<file path="config.mk">
export PLATFORM = sky130hd
export DESIGN_NAME = seq_loader_flat
export DESIGN_NICKNAME = d
export VERILOG_FILES = /design/src/rtl/seq_loader_pkg.sv /design/src/rtl/seq_loader_if.sv /design/src/rtl/seq_loader_frame_packer.sv /design/src/rtl/seq_loader.sv /design/src/flat_wrapper.sv
export SDC_FILE = /design/constraint.sdc
export NUM_CORES = 1
export LEC_CHECK = 0
export ABC_AREA = 1
export BUFFER_PORTS_ARGS = -buffer_cell sky130_fd_sc_hd__buf_4
export CAP_MARGIN = 15
export CORE_AREA = 2 2 90 92
export CTS_BUF_LIST = sky130_fd_sc_hd__clkbuf_8
export CTS_CLUSTER_DIAMETER = 150
export CTS_CLUSTER_SIZE = 28
export DETAILED_ROUTE_END_ITERATION = 12
export DIE_AREA = 0 0 92 94
export PLACE_DENSITY_LB_ADDON = 0.2
export SLEW_MARGIN = 20
export SYNTH_ARGS = -nofsm -noshare
export SYNTH_HDL_FRONTEND = slang
export SYNTH_SLANG_ARGS = --single-unit
</file>
<file path="constraint.sdc">
create_clock -name clk_50 -period 4.8 [get_ports clk_50]
set_input_delay 0.48 -clock clk_50 [delete_from_list [all_inputs] [get_ports clk_50]]
set_output_delay 0.48 -clock clk_50 [all_outputs]
set_load 0.005 [all_outputs]
</file>
<file path="src/rtl/seq_loader_pkg.sv">
// Shared types and constants for the sequence loader: FSM state encoding,
// bus widths and the bit layout of a packed RAM word.
package seq_loader_pkg;

  localparam int unsigned FRAMES_PER_WORD = 3;
  localparam int unsigned ROM_AW          = 10;
  localparam int unsigned RAM_AW          = 7;
  localparam int unsigned RAM_DW          = 32;
  localparam int unsigned SEQ_W           = 6;

  // Packed word layout: three 10-bit frame slots plus a 2-bit valid count.
  localparam int unsigned SLOT_W    = 10;
  localparam int unsigned SLOT0_LSB = 0;
  localparam int unsigned SLOT1_LSB = 10;
  localparam int unsigned SLOT2_LSB = 20;
  localparam int unsigned COUNT_LSB = 30;
  localparam int unsigned COUNT_W   = 2;

  typedef enum logic [2:0] {
    StIdle,
    StFetch,
    StCapture,
    StWrite,
    StDone
  } state_e;

  // Assemble one RAM word from the slot contents and the valid-slot count.
  function automatic logic [RAM_DW-1:0] pack_word(input logic [COUNT_W-1:0] cnt,
                                                  input logic [SLOT_W-1:0]  s0,
                                                  input logic [SLOT_W-1:0]  s1,
                                                  input logic [SLOT_W-1:0]  s2);
    logic [RAM_DW-1:0] w;
    w = '0;
    w[SLOT0_LSB +: SLOT_W]  = s0;
    w[SLOT1_LSB +: SLOT_W]  = s1;
    w[SLOT2_LSB +: SLOT_W]  = s2;
    w[COUNT_LSB +: COUNT_W] = cnt;
    return w;
  endfunction

endpackage

</file>
<file path="src/rtl/seq_loader_if.sv">
// Request, ROM-read and RAM-write signals of the sequence loader.
// master: the loader itself; slave: the surrounding system (ROM/RAM/requester).
interface seq_loader_if;
  import seq_loader_pkg::*;

  logic                start;
  logic [SEQ_W-1:0]    seq_num;
  logic [ROM_AW-1:0]   rom_addr;
  logic [SLOT_W-1:0]   rom_q;
  logic [RAM_AW-1:0]   ram_wraddress;
  logic [RAM_DW-1:0]   ram_data;
  logic                ram_wren;
  logic                busy;
  logic                done;

  modport master (
    input  start, seq_num, rom_q,
    output rom_addr, ram_wraddress, ram_data, ram_wren, busy, done
  );

  modport slave (
    output start, seq_num, rom_q,
    input  rom_addr, ram_wraddress, ram_data, ram_wren, busy, done
  );

endinterface

</file>
<file path="src/rtl/seq_loader_frame_packer.sv">
// Collects up to three 10-bit frames into slot registers and presents the
// assembled RAM word. Cleared slots read as zero so partial words pad cleanly.
module frame_packer
  import seq_loader_pkg::*;
(
  input  logic               clk_50,
  input  logic               reset,
  input  logic               clear,
  input  logic               capture,
  input  logic [SLOT_W-1:0]  din,
  output logic [COUNT_W-1:0] count,
  output logic [RAM_DW-1:0]  word
);

  logic [SLOT_W-1:0]  slot_q [FRAMES_PER_WORD];
  logic [COUNT_W-1:0] count_q;

  // Slot storage and fill count; a capture lands in the slot selected by the count.
  always_ff @(posedge clk_50) begin
    if (reset || clear) begin
      count_q <= '0;
      for (int unsigned i = 0; i < FRAMES_PER_WORD; i++) begin
        slot_q[i] <= '0;
      end
    end else if (capture && (count_q < COUNT_W'(FRAMES_PER_WORD))) begin
      for (int unsigned i = 0; i < FRAMES_PER_WORD; i++) begin
        if (count_q == COUNT_W'(i)) begin
          slot_q[i] <= din;
        end
      end
      count_q <= count_q + 1'b1;
    end
  end

  // Word assembly from the current slot contents.
  always_comb begin
    count = count_q;
    word  = pack_word(count_q, slot_q[0], slot_q[1], slot_q[2]);
  end

endmodule

</file>
<file path="src/rtl/seq_loader.sv">
// Sequence loader: reads FRAMES_PER_SEQ 10-bit ROM frames for one sequence,
// packs them three per 32-bit word and writes the words to RAM from RAM_BASE.
// Optional feature macro: SEQ_LOADER_CHECKSUM_EN appends a modulo-1024 frame sum
// as one extra word after the last data word.
module seq_loader
  import seq_loader_pkg::*;
#(
  parameter int unsigned       FRAMES_PER_SEQ = 16,
  parameter logic [RAM_AW-1:0] RAM_BASE       = 7'd0
) (
  input  logic         clk_50,
  input  logic         reset,
  seq_loader_if.master bus
);

  localparam int unsigned FrameW = $clog2(FRAMES_PER_SEQ) + 1;
  typedef logic [FrameW-1:0] frame_t;
  localparam frame_t LastFrame = frame_t'(FRAMES_PER_SEQ - 1);
  localparam frame_t FrameEnd  = frame_t'(FRAMES_PER_SEQ);

  state_e              state_q, state_d;
  logic [SEQ_W-1:0]    seq_q, seq_d;
  frame_t              frame_q, frame_d;
  logic [ROM_AW-1:0]   rom_addr_q, rom_addr_d;
  logic [RAM_AW-1:0]   wraddr_q, wraddr_d;
  logic [15:0]         addr_full;

  logic                pk_clear;
  logic                pk_capture;
  logic [COUNT_W-1:0]  pk_count;
  logic [RAM_DW-1:0]   pk_word;
  logic [RAM_DW-1:0]   word_out;

`ifdef SEQ_LOADER_CHECKSUM_EN
  logic [SLOT_W-1:0]   sum_q, sum_d;
  logic                csum_phase_q, csum_phase_d;
`endif

  frame_packer u_packer (
    .clk_50  (clk_50),
    .reset   (reset),
    .clear   (pk_clear),
    .capture (pk_capture),
    .din     (bus.rom_q),
    .count   (pk_count),
    .word    (pk_word)
  );

  // Next-state, counter updates and packer control.
  always_comb begin
    state_d    = state_q;
    seq_d      = seq_q;
    frame_d    = frame_q;
    wraddr_d   = wraddr_q;
    pk_clear   = 1'b0;
    pk_capture = 1'b0;
`ifdef SEQ_LOADER_CHECKSUM_EN
    sum_d        = sum_q;
    csum_phase_d = csum_phase_q;
`endif
    unique case (state_q)
      StIdle: begin
        if (bus.start) begin
          seq_d    = bus.seq_num;
          frame_d  = '0;
          wraddr_d = RAM_BASE;
          pk_clear = 1'b1;
          state_d  = StFetch;
`ifdef SEQ_LOADER_CHECKSUM_EN
          sum_d        = '0;
          csum_phase_d = 1'b0;
`endif
        end
      end
      StFetch: begin
        state_d = StCapture;
      end
      StCapture: begin
        pk_capture = 1'b1;
        frame_d    = frame_q + 1'b1;
`ifdef SEQ_LOADER_CHECKSUM_EN
        sum_d = sum_q + bus.rom_q;
`endif
        if ((pk_count == COUNT_W'(FRAMES_PER_WORD - 1)) || (frame_q == LastFrame)) begin
          state_d = StWrite;
        end else begin
          state_d = StFetch;
        end
      end
      StWrite: begin
        wraddr_d = wraddr_q + 1'b1;
        pk_clear = 1'b1;
        if (frame_q == FrameEnd) begin
`ifdef SEQ_LOADER_CHECKSUM_EN
          // Stay in WRITE one more cycle to emit the checksum word.
          if (csum_phase_q) begin
            state_d = StDone;
          end else begin
            csum_phase_d = 1'b1;
            state_d      = StWrite;
          end
`else
          state_d = StDone;
`endif
        end else begin
          state_d = StFetch;
        end
      end
      StDone: begin
        state_d = StIdle;
      end
      default: begin
        state_d = StIdle;
      end
    endcase
  end

  // ROM address is registered on entry to FETCH so the ROM sees it for the whole cycle.
  always_comb begin
    addr_full  = 16'(seq_d) * 16'(FRAMES_PER_SEQ) + 16'(frame_d);
    rom_addr_d = rom_addr_q;
    if (state_d == StFetch) begin
      rom_addr_d = addr_full[ROM_AW-1:0];
    end
  end

  // State and counter registers.
  always_ff @(posedge clk_50) begin
    if (reset) begin
      state_q    <= StIdle;
      seq_q      <= '0;
      frame_q    <= '0;
      rom_addr_q <= '0;
      wraddr_q   <= RAM_BASE;
    end else begin
      state_q    <= state_d;
      seq_q      <= seq_d;
      frame_q    <= frame_d;
      rom_addr_q <= rom_addr_d;
      wraddr_q   <= wraddr_d;
    end
  end

`ifdef SEQ_LOADER_CHECKSUM_EN
  // Running frame sum and checksum-word phase flag.
  always_ff @(posedge clk_50) begin
    if (reset) begin
      sum_q        <= '0;
      csum_phase_q <= 1'b0;
    end else begin
      sum_q        <= sum_d;
      csum_phase_q <= csum_phase_d;
    end
  end
`endif

  // Select the word presented during WRITE.
  always_comb begin
`ifdef SEQ_LOADER_CHECKSUM_EN
    word_out = csum_phase_q ? {{(RAM_DW - SLOT_W){1'b0}}, sum_q} : pk_word;
`else
    word_out = pk_word;
`endif
  end

  assign bus.rom_addr      = rom_addr_q;
  assign bus.ram_wraddress = wraddr_q;
  assign bus.ram_wren      = (state_q == StWrite);
  assign bus.ram_data      = (state_q == StWrite) ? word_out : '0;
  assign bus.busy          = (state_q == StFetch) || (state_q == StCapture) ||
                             (state_q == StWrite);
  assign bus.done          = (state_q == StDone);

endmodule

</file>
<file path="src/flat_wrapper.sv">
// flat-port wrapper written by rule: the top's interface ports become plain ports
module seq_loader_flat import seq_loader_pkg::*;
#(
  parameter int unsigned       FRAMES_PER_SEQ = 16,
  parameter logic [RAM_AW-1:0] RAM_BASE       = 7'd0
)
  (clk_50, reset, bus_start, bus_seq_num, bus_rom_q, bus_rom_addr, bus_ram_wraddress, bus_ram_data, bus_ram_wren, bus_busy, bus_done);
  seq_loader_if bus_i ();
  input  logic clk_50;
  input  logic reset;
  input wire logic [$bits(bus_i.start)-1:0] bus_start;
  input wire logic [$bits(bus_i.seq_num)-1:0] bus_seq_num;
  input wire logic [$bits(bus_i.rom_q)-1:0] bus_rom_q;
  output wire logic [$bits(bus_i.rom_addr)-1:0] bus_rom_addr;
  output wire logic [$bits(bus_i.ram_wraddress)-1:0] bus_ram_wraddress;
  output wire logic [$bits(bus_i.ram_data)-1:0] bus_ram_data;
  output wire logic [$bits(bus_i.ram_wren)-1:0] bus_ram_wren;
  output wire logic [$bits(bus_i.busy)-1:0] bus_busy;
  output wire logic [$bits(bus_i.done)-1:0] bus_done;
  assign bus_i.start = bus_start;
  assign bus_i.seq_num = bus_seq_num;
  assign bus_i.rom_q = bus_rom_q;
  assign bus_rom_addr = bus_i.rom_addr;
  assign bus_ram_wraddress = bus_i.ram_wraddress;
  assign bus_ram_data = bus_i.ram_data;
  assign bus_ram_wren = bus_i.ram_wren;
  assign bus_busy = bus_i.busy;
  assign bus_done = bus_i.done;
  seq_loader #(.FRAMES_PER_SEQ(FRAMES_PER_SEQ), .RAM_BASE(RAM_BASE)) u_core (.clk_50(clk_50), .reset(reset), .bus(bus_i));
endmodule
</file>
==> results.md <==
* Outcome: complete, no violations
* Fin. Hold Viols at 0
* Initial Utilization at 0.393
* Setup TNS at 0 ns
* Switching pwr at 0.000332 W
* Total Nets Final at 472
* Worst slew pin tran at 0.512 ns
* DR pass1 iterations at 4
* Vias at 2463
* Synth Cell Area at 2990 um2
* DRT antenna net count at 0
* Vias per cell at 4.48
* Hold_sp: bus_seq_num[0]
* Register area share after synthesis at 0.522
* Largest net degree at the start of global routing at 38
* Crit share post-route at 0.446
* CORE AREA at 7610 um2
* Sw Share at 0.258
* Proportion of layout cells with a drive suffix above 1 at 0.239
* Leakage power at 1.80 nW
* Post-synth ARST share at 0
* Clock power frac at 0.400
* DR WL/cell at 11.8 um
* Synth Instances at 368
* Max Clock Skew at 0.0103 ns
* TritonCTS buffer count at 9
* Synth unique cells at 31
* Critical Path Start: u_core.state_q[2]$_SDFF_PP0_
* Logic pwr share at 0.119
* DRC at 0
* Die X at 92 um
* Worst path required time at 4.32 ns
* Setup slack at placement at 2.68 ns
* Pwr/cell area at 335 nW/um2
* Congestion Overflow GR at 0
* N_diodes at 0
* Fmax at 0.467 GHz
* CP arrival at 1.66 ns
* Tmin final at 2.14 ns
* Final max-slew violation count at 0
* Relative slew slack at 0.658
* Gpl congestion at 0.777
* CTS clk-pin slew, worst paths at 0.08 ns
* Post-synth EDFFs at 30
* Setup bufs post-CTS at 0
* Antenna violations before repair at 0
* Total chip power at 0.00129 W
* Max clock buf depth at 2
* Total track usage at 0.158
* Post-Route WL at 6500 um
* Number of global-route vias before repair at 2334
* PortBufs at 70
* Min-delay worst type: in2reg
* Hold Buf Count CTS at 0
* H-tree depth at 3
* Unrepaired setup endpoints after global routing: false
* Reg-to-Reg Start: u_core.frame_q[0]$_SDFF_PP0_
* P&R area growth vs syn at 28.2%
* First-pass GRT wire length at 10600 um
* Setup crit start kind: flip-flop
* Clock root buffer: clkbuf_8
* Final worst slack at 2.66 ns
* CTS sink count at 63
* Num rows at 32
* Peak supply drop at 0.164 mV
* HPWL Detailed at 4730 um
* Pint at 0.000953 W
* Ys flop type: dfxtp_1
* Crit Path Max Fanout at 37
* Post-CTS Resized at 0
* CTS tree: built
* Final Setup Violations at 0
* Warnings from Yosys at 0
* CP Class: reg2out
* Die Area at 8650 um2
* Max-cap violation count at 0
* Die height at 94 um
* WHS at 0.411 ns
* Io pins at 71
* Clock Latency Late Sink at 0.35 ns
* Reg power frac at 0.481
* Initial DRC Count at 66
* Synthesized Nets at 397
* Yosys reg bits at 63
* Post-synthesis area per instance at 8.13 um2
* Setup crit end kind: output pin
-- critical path, stage by stage (launching register included) --
cell and delay (ns):
dfxtp_1 0.37, inv_2 0.17, nand3_4 0.35, nor2_1 0.27, buf_4 0.15
-- sequential cells by signal, summed over array words and instances, names as in the netlist --
signal                    cells
u_core.bus.ram_wraddress      7
u_core.u_packer.slot_q       30
u_core.state_q                3
u_core.bus.rom_addr          10
u_core.seq_q                  6
u_core.u_packer.count         2
u_core.frame_q                5
-- stage by stage --
step	instance area, um2	util	std cells
2_1_floorplan	2990	-	368
3_5_place_dp	3620	0.475	534
4_1_cts	3840	0.504	550
5_1_grt	3840	0.504	550
6_report	3840	0.504	550
3_3_place_gp	3620	0.475	534
-- cell usage in the layout (no fill, tap or decap), types with 3 or more instances in the layout --
cell,instances
a21oi_1,9
nand3_1,10
nor2_1,75
nand4_1,4
dfxtp_1,33
nand2_1,58
inv_1,83
nor2_2,3
ha_1,10
edfxtp_1,30
a21oi_2,3
o21ai_0,16
clkbuf_8,9
buf_4,70
inv_2,6
-- worst paths after layout --
check                                         to  slack [ns]  depth (start not counted)
max                             bus_ram_data[30]        2.66                          4
min                   u_core.seq_q[0]$_SDFF_PP0_        0.41                          3
max reg2reg  u_core.bus.rom_addr[9]$_SDFFE_PP0N_        2.67                         14
min reg2reg           u_core.seq_q[0]$_SDFF_PP0_        0.48                          2
-- cell families after synthesis --
| logic type | Yosys count | synth area share |
|---|---|---|
| AO/OA/AOI/OAI | 36 | 0.0715 |
| XOR/XNOR | 1 | 0.00293 |
| adder cells (fa/ha/maj) | 10 | 0.0418 |
| buffers and inverters | 95 | 0.122 |
| flip-flops | 63 | 0.522 |
| AND/OR/NAND/NOR | 163 | 0.240 |
-- synth_stat cells, types with 2 or more instances --
cell type | number | area, um2
edfxtp_1 | 30 | 901
nand4_1 | 4 | 25.0
clkbuf_1 | 2 | 7.51
nand3_1 | 10 | 50.1
or2_2 | 2 | 12.5
nor2_1 | 75 | 282
a21oi_2 | 3 | 26.3
nand2_1 | 58 | 218
nand2_2 | 2 | 12.5
a21oi_1 | 9 | 45.0
nand3_4 | 2 | 35.0
ha_1 | 10 | 125
buf_1 | 3 | 11.3
nor3_1 | 2 | 10.0
nand2_4 | 2 | 22.5
inv_2 | 6 | 22.5
o21ai_0 | 16 | 80.1
a221oi_1 | 2 | 17.5
inv_1 | 83 | 312
nor2_2 | 3 | 18.8
dfxtp_1 | 33 | 661
o22ai_1 | 2 | 12.5
-- per-layer routing --
layer	part of all wire	vias up	global-route usage
met4	0.027	0	0.0721
met1	0.47	1105	0.191
met3	0.046	14	0.0449
met5	0	-	0
met2	0.46	60	0.262
li1	-	1284	-
-- cell type report --
cell class / instances / area [um2]
Fill cell: 766 / 3770
Sequential cell: 63 / 1560
Multi-Input combinational cell: 210 / 1070
Timing Repair Buffer: 70 / 526
Inverter: 89 / 334
Tap cell: 102 / 128
Clock buffer: 9 / 124
Clock inverter: 7 / 96.3
-- power groups by stage --
stage	combinational (W)	clock, W	sequential, W
5_1_grt	0.000173	0.000547	0.000623
6_report	0.000153	0.000514	0.000619
4_1_cts	0.000155	0.000522	0.000619
3_5_place_dp	0.000154	0	0.000631
3_3_place_gp	0.000153	0	0.000630
2_1_floorplan	0.0000968	0	0.000628
Note: power is estimated with default switching activity, not from simulation.
